$ cat src/rtl/demux_rr.sv
// One-to-N demultiplexer with a one-entry register per output channel.
// MODE 0 dispatches round-robin via an internal pointer; MODE 1 steers by sel_in.
module demux_rr #(
  parameter int unsigned DATA_W = 8,
  parameter int unsigned NUM_CH = 2,
  parameter int unsigned MODE   = 0
) (
  input  logic                      clk,
  input  logic                      reset_L,
  input  logic [DATA_W-1:0]         data_in,
  input  logic                      valid_in,
  input  logic [$clog2(NUM_CH)-1:0] sel_in,
  output logic                      ready_out,
  output logic [NUM_CH*DATA_W-1:0]  data_out,
  output logic [NUM_CH-1:0]         valid_out,
  input  logic [NUM_CH-1:0]         ready_in,
  output logic [$clog2(NUM_CH)-1:0] ptr_out,
  output logic [15:0]               acc_count
);

  localparam int unsigned SelW = $clog2(NUM_CH);

  logic [NUM_CH*DATA_W-1:0] data_q, data_d;
  logic [NUM_CH-1:0]        valid_q, valid_d;
  logic [SelW-1:0]          ptr_q, ptr_d;
  logic [15:0]              acc_q, acc_d;

  logic [SelW-1:0]   target;
  logic [NUM_CH-1:0] ch_free;
  logic              xfer;

  // A channel is free if empty or being drained on this same edge.
  always_comb begin
    target    = (MODE == 0) ? ptr_q : sel_in;
    ch_free   = ~valid_q | ready_in;
    ready_out = reset_L & ch_free[target];
    xfer      = valid_in & ready_out;
  end

  always_comb begin
    data_d  = data_q;
    valid_d = valid_q & ~ready_in;
    ptr_d   = ptr_q;
    acc_d   = acc_q;
    if (xfer) begin
      data_d[target*DATA_W +: DATA_W] = data_in;
      valid_d[target]                 = 1'b1;
      acc_d                           = acc_q + 16'd1;
      if (MODE == 0) begin
        ptr_d = (ptr_q == SelW'(NUM_CH - 1)) ? '0 : ptr_q + SelW'(1);
      end
    end
  end

  always_ff @(posedge clk or negedge reset_L) begin
    if (!reset_L) begin
      data_q  <= '0;
      valid_q <= '0;
      ptr_q   <= '0;
      acc_q   <= '0;
    end else begin
      data_q  <= data_d;
      valid_q <= valid_d;
      ptr_q   <= ptr_d;
      acc_q   <= acc_d;
    end
  end

  assign data_out  = data_q;
  assign valid_out = valid_q;
  assign ptr_out   = ptr_q;
  assign acc_count = acc_q;

endmodule

$ cat config.mk
export PLATFORM = sky130hd
export DESIGN_NAME = demux_rr
export DESIGN_NICKNAME = d
export VERILOG_FILES = /design/src/rtl/demux_rr.sv
export SDC_FILE = /design/constraint.sdc
export NUM_CORES = 1
export LEC_CHECK = 0
export ABC_CLOCK_PERIOD_IN_PS = 1570
export CORE_MARGIN = 3
export CORE_UTILIZATION = 40
export DETAILED_ROUTE_END_ITERATION = 12
export PLACE_DENSITY = 0.71
export SLEW_MARGIN = 20
export SYNTH_ARGS = -nofsm -noshare
export SYNTH_HDL_FRONTEND = slang
export SYNTH_SLANG_ARGS = --single-unit
$ cat constraint.sdc
create_clock -name clk -period 1.57 [get_ports clk]
set_input_delay 0.2355 -clock clk [delete_from_list [all_inputs] [get_ports clk]]
set_output_delay 0.2355 -clock clk [all_outputs]
set_load 0.005 [all_outputs]
==> impl_results.md, run 1 <==
* Antenna diodes at 0
* Initial antenna violation count at 0
* Maximum fanout along the worst path at 3
* Fin nets at slightly below 200
* Routed vias/inst at 4.98
* Via count at about 1100
* Worst EP arrival at between 1.5 and 2 ns
* First-pass GRT wire length at slightly below 6 mm
* Sequential share of the synthesized area at roughly three fifths
* Syn Nets at around 130
* Total gr overflow at 0
* Slew HR at just under 80%
* Number of global-route vias before repair at between 1000 and 1500
* Area grow syn2layout at 54.4%
* CTS tree: done
* Drt pass-1 iters at 3
* Cell row count at 21
* CTS clock-pin slew for the worst setup and hold paths at 0.07 ns
* Clk Latency, worst-skew pair at approximately 0.28 ns
* WP data required at between 1.5 and 2 ns
* Peak supply drop at 0.948 mV
* Cell Pwr Density at ~1500 nW/µm²
* Mean Syn Cell Area at approximately 13 µm²
* Max Buffers Root-to-Sink at 2
* Number of remaining DRC errors at 0
* Core ar. at roughly 3400 µm²
* Boundary Pins at 50
* Worst hold slack at approximately 0.03 ns
* Largest net degree at the start of global routing at 28
* Max Clock Skew at between 0.005 and 0.006 ns
* Shortest period the worst path allows at ~1.5 ns
* Status: completed
* Final WL at approximately 3.4 mm
* Buffers on Ports at 48
* CP endpoint kind: flop
* CP Launch Type: flop
* Fillers at around 260
* Chip Height at 66.9 µm
* CTS Buf Count at 5
* Netlist cell types at 23
* Post-DP HPWL at ~2.5 mm
* Setup CP Type: flop to flop
* Leak pwr at 0.981 nW
* Area of the multi-input gates at 643 µm²
* Reg area at a little under 900 µm²
* Setup Buffers After CTS at 0
* Die ar. at 4470 µm²
* Die X at ~67 µm
* Fmax at between 0.6 and 0.7 GHz
* Final Max Slew Viols at 0
* Worst slew pin tran at between 0.3 and 0.4 ns
* Cells after Synth at roughly 110
* Ys Warns at 0
* Max-cap viol count at 0
* Synth Register Bits at 35
* Tot GR Track Use at around 18%
* Avg WL per Cell at ~15 µm
* Layout cells sized above 1 at 28.7%
* Final hold vios at 0
* H-tree depth at 2
* Post-Syn Area at between 1000 and 1500 µm²
* DRT iter0 DRCs at 55
* CTS Root Cell: clkbuf_8
* Commonest cells after routing, fill and taps aside: clkdlybuf4s50_1 (45), dfrtp_1 (34), mux2_2 (16)
* Final GP Congestion at approximately 0.8
* Number of hold buffers added after cts at 0
* Crit share post-route at 97.7%
* Commonest non-fill, non-tap cell in the layout: clkdlybuf4s50_1
* Initial Util at between 40 and 50%
* Antenna Nets Post-Route at 0
* Hold/Removal Path Class: input port to asynchronous set/reset pin
* Num Clock Sinks at 35
* Final setup violation count at 0
* Final Util at between 60% and 70%
==> registers in the layout, summed over array words and instances, names as in the netlist <==
name and cells:
acc_count 16, data_out 16, ptr_out 1, valid_out 2
==> worst max-delay path, cell delays in order, from the launching register on <==
cell	delay, ns
dfrtp_1	0.40
nor3b_4	0.16
buf_4	0.15
a211o_2	0.36
buf_4	0.16
a21o_2	0.20
==> cell usage after synthesis <==
cell type / number / area share [%]
nor2b_1: 2 / 0.84
nor3b_2: 2 / 1.7
nand2_1: 10 / 2.5
nor3_1: 2 / 0.68
a211o_2: 1 / 0.68
mux2_2: 16 / 12
a211oi_2: 1 / 0.84
nand4_1: 9 / 3.8
a211oi_1: 1 / 0.51
nand3_1: 4 / 1.4
buf_2: 1 / 0.34
nor2_1: 3 / 0.76
and3_1: 3 / 1.3
xnor2_1: 13 / 7.7
dfrtp_1: 35 / 59
nor4_2: 1 / 0.84
a21o_2: 1 / 0.59
nor3_2: 1 / 0.68
xor2_1: 2 / 1.2
inv_1: 2 / 0.51
ha_1: 1 / 0.84
or2_2: 2 / 0.84
clkbuf_1: 1 / 0.25
==> cell families (layout without fill, tap and decap cells) <==
group / count (synthesis) / in the layout / share of synthesized area, %
AND/OR/NAND/NOR: 39 / 39 / 15.3
flip-flops: 35 / 35 / 59.1
adder cells (fa/ha/maj): 1 / 1 / 0.844
multiplexers: 16 / 16 / 12.2
buffers and inverters: 4 / 71 / 1.10
AO/OA/AOI/OAI: 4 / 4 / 2.62
XOR/XNOR: 15 / 15 / 8.87
==> layer usage <==
| layer | vias to the layer above | track usage [%] | part of all wire [%] |
|---|---|---|---|
| li1 | 529 | - | - |
| met3 | 2 | 7.25 | 6.7 |
| met5 | - | 0 | 0 |
| met4 | 0 | 4.56 | 0.50 |
| met1 | 564 | 18.7 | 41 |
| met2 | 35 | 32.1 | 52 |
==> where the power goes <==
| group | internal, mW | switching, mW |
|---|---|---|
| clock network | 0.465 | 0.293 |
| registers | 1.18 | 0.229 |
| logic | 0.787 | 0.363 |
| total | 2.44 | 0.885 |
==> layout make-up <==
type / instances / share of cell area (%)
flip-flops and latches: 35 / 38.3
multi-input cells: 75 / 28.1
repair buffers: 62 / 26.2
clock buffers: 6 / 3.17
well taps: 46 / 2.52
clock inverters: 1 / 1.31
inverters: 2 / 0.328
==> what timing repair did <==
| item | 4_1_cts | 5_1_grt |
|---|---|---|
| gates resized for setup | 8 | 12 |
| cloned | 0 | 1 |
| endpoints found under the setup margin | 6 | 16 |
| pin swaps | 3 | 3 |
==> metrics by stage <==
| step | worst slack [ns] | power, mW | instances | TNS, ns | instance area, µm² |
|---|---|---|---|---|---|
| after global routing | -0.00843 | 3.53 | 227 | -0.00843 | 2290 |
| after floorplan | 0.0669 | 1.77 | 114 | 0 | 1480 |
| final | 0.0363 | 3.32 | 227 | 0 | 2290 |
| after CTS | 0.00295 | 3.33 | 226 | 0 | 2230 |
| after global placement | -0.261 | 2.51 | 219 | -5.66 | 2110 |
| after detailed placement | -0.334 | 2.54 | 219 | -6.68 | 2110 |
==> final timing paths <==
path                                                start                        end  slack [ns]  cells past startpoint
min in group clk                acc_count[15]$_DFFE_PN0P_  acc_count[15]$_DFFE_PN0P_        0.47                      1
worst min register to register  acc_count[15]$_DFFE_PN0P_  acc_count[15]$_DFFE_PN0P_        0.47                      1
worst max register to register     valid_out[0]$_DFF_PN0_        ptr_out$_DFFE_PN0P_        0.04                      5
worst max-delay path               valid_out[0]$_DFF_PN0_        ptr_out$_DFFE_PN0P_        0.04                      5
worst min-delay path                              reset_L        ptr_out$_DFFE_PN0P_        0.03                      2
max in group asynchronous                         reset_L   acc_count[2]$_DFFE_PN0P_        1.17                      2
Note: power is estimated with default switching activity, not from simulation.
==> inputs of run 2 (changes only) <==
SETUP_SLACK_MARGIN = 0.2   (was not set)
==> impl_results.md, run 2 (synthesis gave the netlist of run 1 again) <==
* Reg2reg path depth at 5 (unchanged)
* Final GP Congestion at 0.826 (was 0.797)
* Max Clock Skew at 0.00417 ns (was 0.00542 ns)
* Final WL at 4.07 mm (was 3.38 mm)
* Chip Height at 66.9 µm (unchanged)
* First-pass GRT wire length at 6.25 mm (was 5.80 mm)
* Peak supply drop at 0.761 mV (was 0.948 mV)
* H-tree depth at 2 (unchanged)
* Area grow syn2layout at 75.7% (was 54.4%)
* CP endpoint kind: output pin (was flop)
* Worst EP arrival at 1.25 ns (was 1.71 ns)
* Initial antenna violation count at 0 (unchanged)
* Post-Place Worst Slack at -0.313 ns (was -0.334 ns)
* Num Clock Sinks at 35 (unchanged)
* Antenna Nets Post-Route at 0 (unchanged)
* Fillers at 233 (was 257)
* Die ar. at 4470 µm² (unchanged)
* CTS tree: done (unchanged)
* WP data required at 1.33 ns (was 1.74 ns)
* Setup crit start: ptr_out$_DFFE_PN0P_ (was valid_out[0]$_DFF_PN0_)
* Fmax at 0.672 GHz (was 0.652 GHz)
* Total gr overflow at 0 (unchanged)
* CTS Buf Count at 5 (unchanged)
* CP endpoint: ready_out (was ptr_out$_DFFE_PN0P_)
* Leak pwr at 1.31 nW (was 0.981 nW)
* Core ar. at 3440 µm² (unchanged)
* Slew HR at 75.3% (was 77.1%)
* DRT iter0 DRCs at 56 (was 55)
* Tot GR Track Use at 19.5% (was 17.6%)
* Final worst slack at 0.0811 ns (was 0.0363 ns)
* Avg WL per Cell at 16.3 µm (was 14.9 µm)
* Unrepaired setup endpoints after global routing: yes
* Worst slew pin tran at 0.369 ns (was 0.343 ns)
* Placed cell area at 2180 µm² (was 2110 µm²)
* Cell row count at 21 (unchanged)
* Final instance area at 2600 µm² (was 2290 µm²)
* Drt pass-1 iters at 4 (was 3)
* Final setup violation count at 0 (unchanged)
* R2R Setup Slk at 0.09 ns (was 0.04 ns)
* Final Util at 75.6% (was 66.4%)
* Number of global-route vias before repair at 1281 (was 1249)
* Fin nets at 218 (was 196)
* CTS clock-pin slew for the worst setup and hold paths at 0.07 ns (about the same)
* CP Launch Type: flop (unchanged)
* Boundary Pins at 50 (unchanged)
* Reg area at 878 µm² (was 877 µm²)
* Die X at 66.9 µm (unchanged)
* Initial Util at 43.0% (unchanged)
* Commonest non-fill, non-tap cell in the layout: dlygate4sd2_1 (was clkdlybuf4s50_1)
* Max Buffers Root-to-Sink at 2 (unchanged)
* Number of hold buffers added after cts at 0 (unchanged)
* Final hold vios at 0 (unchanged)
* Final Max Slew Viols at 0 (unchanged)
* Routed vias/inst at 4.91 (was 4.98)
* Number of remaining DRC errors at 0 (unchanged)
* Hold/Removal Path Class: input port to asynchronous set/reset pin (unchanged)
* Commonest cells after routing, fill and taps aside: dlygate4sd2_1 (35), dfrtp_1 (33), buf_4 (27) (was clkdlybuf4s50_1 (45), dfrtp_1 (34), mux2_2 (16))
* Cell Pwr Density at 1450 nW/µm² (about the same)
* Via count at 1228 (was 1130)
* Area of the multi-input gates at 777 µm² (was 643 µm²)
* Maximum fanout along the worst path at 4 (was 3)
* Shortest period the worst path allows at 1.49 ns (was 1.53 ns)
* Setup TNS at 0 ns (unchanged)
* Status: completed (unchanged)
* Post-DP HPWL at 2.47 mm (was 2.45 mm)
* Antenna diodes at 0 (unchanged)
* Layout cells sized above 1 at 41.7% (was 28.7%)
* Max-cap viol count at 0 (unchanged)
* Worst r2r src: valid_out[1]$_DFF_PN0_ (was valid_out[0]$_DFF_PN0_)
* Buffers on Ports at 48 (unchanged)
* Setup CP Type: flop to output pin (was flop to flop)
* CTS Root Cell: clkbuf_8 (unchanged)
* Clk Latency, worst-skew pair at 0.29 ns (was 0.28 ns)
* Crit share post-route at 94.8% (was 97.7%)
* Critical R2R Capture: data_out[13]$_DFFE_PN0P_ (was ptr_out$_DFFE_PN0P_)
* Largest net degree at the start of global routing at 27 (was 28)
run 2: cell types whose count changed in the layout (fill, tap and decap cells not counted), moves of 3 or more:
cell / previous run / this run
clkdlybuf4s50_1: 45 / 10
mux2_4: 0 / 16
nor3_4: 0 / 3
buf_4: 11 / 27
mux2_2: 16 / 0
buf_6: 3 / 8
dlygate4sd2_1: 1 / 35
nand2_1: 9 / 6
run 2: worst min-delay path by stage:
stage                                           end  cells past startpoint
final                        valid_out[0]$_DFF_PN0_                      2
after global routing       acc_count[3]$_DFFE_PN0P_                      2
after CTS                  acc_count[4]$_DFFE_PN0P_                      2
after detailed placement  acc_count[15]$_DFFE_PN0P_                      1
after global placement    acc_count[15]$_DFFE_PN0P_                      1
after floorplan            acc_count[0]$_DFFE_PN0P_                      0
run 2: power breakdown:
group / switching, mW / total [mW] / internal, mW
sequential: 0.176 / 1.36 / 1.18
clock: 0.336 / 0.971 / 0.635
combinational: 0.522 / 1.43 / 0.908
total: 1.03 / 3.76 / 2.73
run 2: repair_timing:
item	in CTS	in global routing
pin swaps	18	15
resized for setup	63	18
endpoints found under the hold margin	0	0
buffers inserted	19	2
cloned	1	0
setup endpoints to repair	69	35
run 2: metrics by stage:
| stage | power [mW] | hold WS (ns) | std cells |
|---|---|---|---|
| 4_1_cts | 3.66 | 0.0876 | 248 |
| 3_3_place_gp | 2.61 | 0.462 | 220 |
| 3_5_place_dp | 2.65 | 0.470 | 220 |
| 6_report | 3.76 | 0.102 | 250 |
| 2_1_floorplan | 1.85 | -0.0601 | 114 |
| 5_1_grt | 3.97 | 0.104 | 250 |
run 2: worst max-delay path, cell delays in order, from the launching register on:
cell      delay (ns)
dfrtp_2         0.47
nor3b_4         0.28
a211oi_2        0.07
buf_2           0.14
run 2: metal layers:
metal  up-vias  share of wire, %  global-route usage [%]
met1       597                41                    22.9
met5         -                 0                       0
li1        579                 -                       -
met4         0               1.6                    6.84
met3         8               6.1                    7.08
met2        44                51                    32.5
run 2: area by class of cell:
class / instances / share of cell area, %
Inverter: 2 / 0.288
Clock buffer: 6 / 2.79
Clock inverter: 2 / 2.31
Tap cell: 46 / 2.21
Sequential cell: 35 / 33.7
Timing Repair Buffer: 84 / 28.8
Multi-Input combinational cell: 75 / 29.9
==> inputs of run 3 (changes only) <==
CTS_CLUSTER_SIZE = 14   (was not set)
SLEW_MARGIN = 25   (was 20)
==> results of run 3 <==
Same layout as run 2: the final DEF is identical, and so are final timing and power.
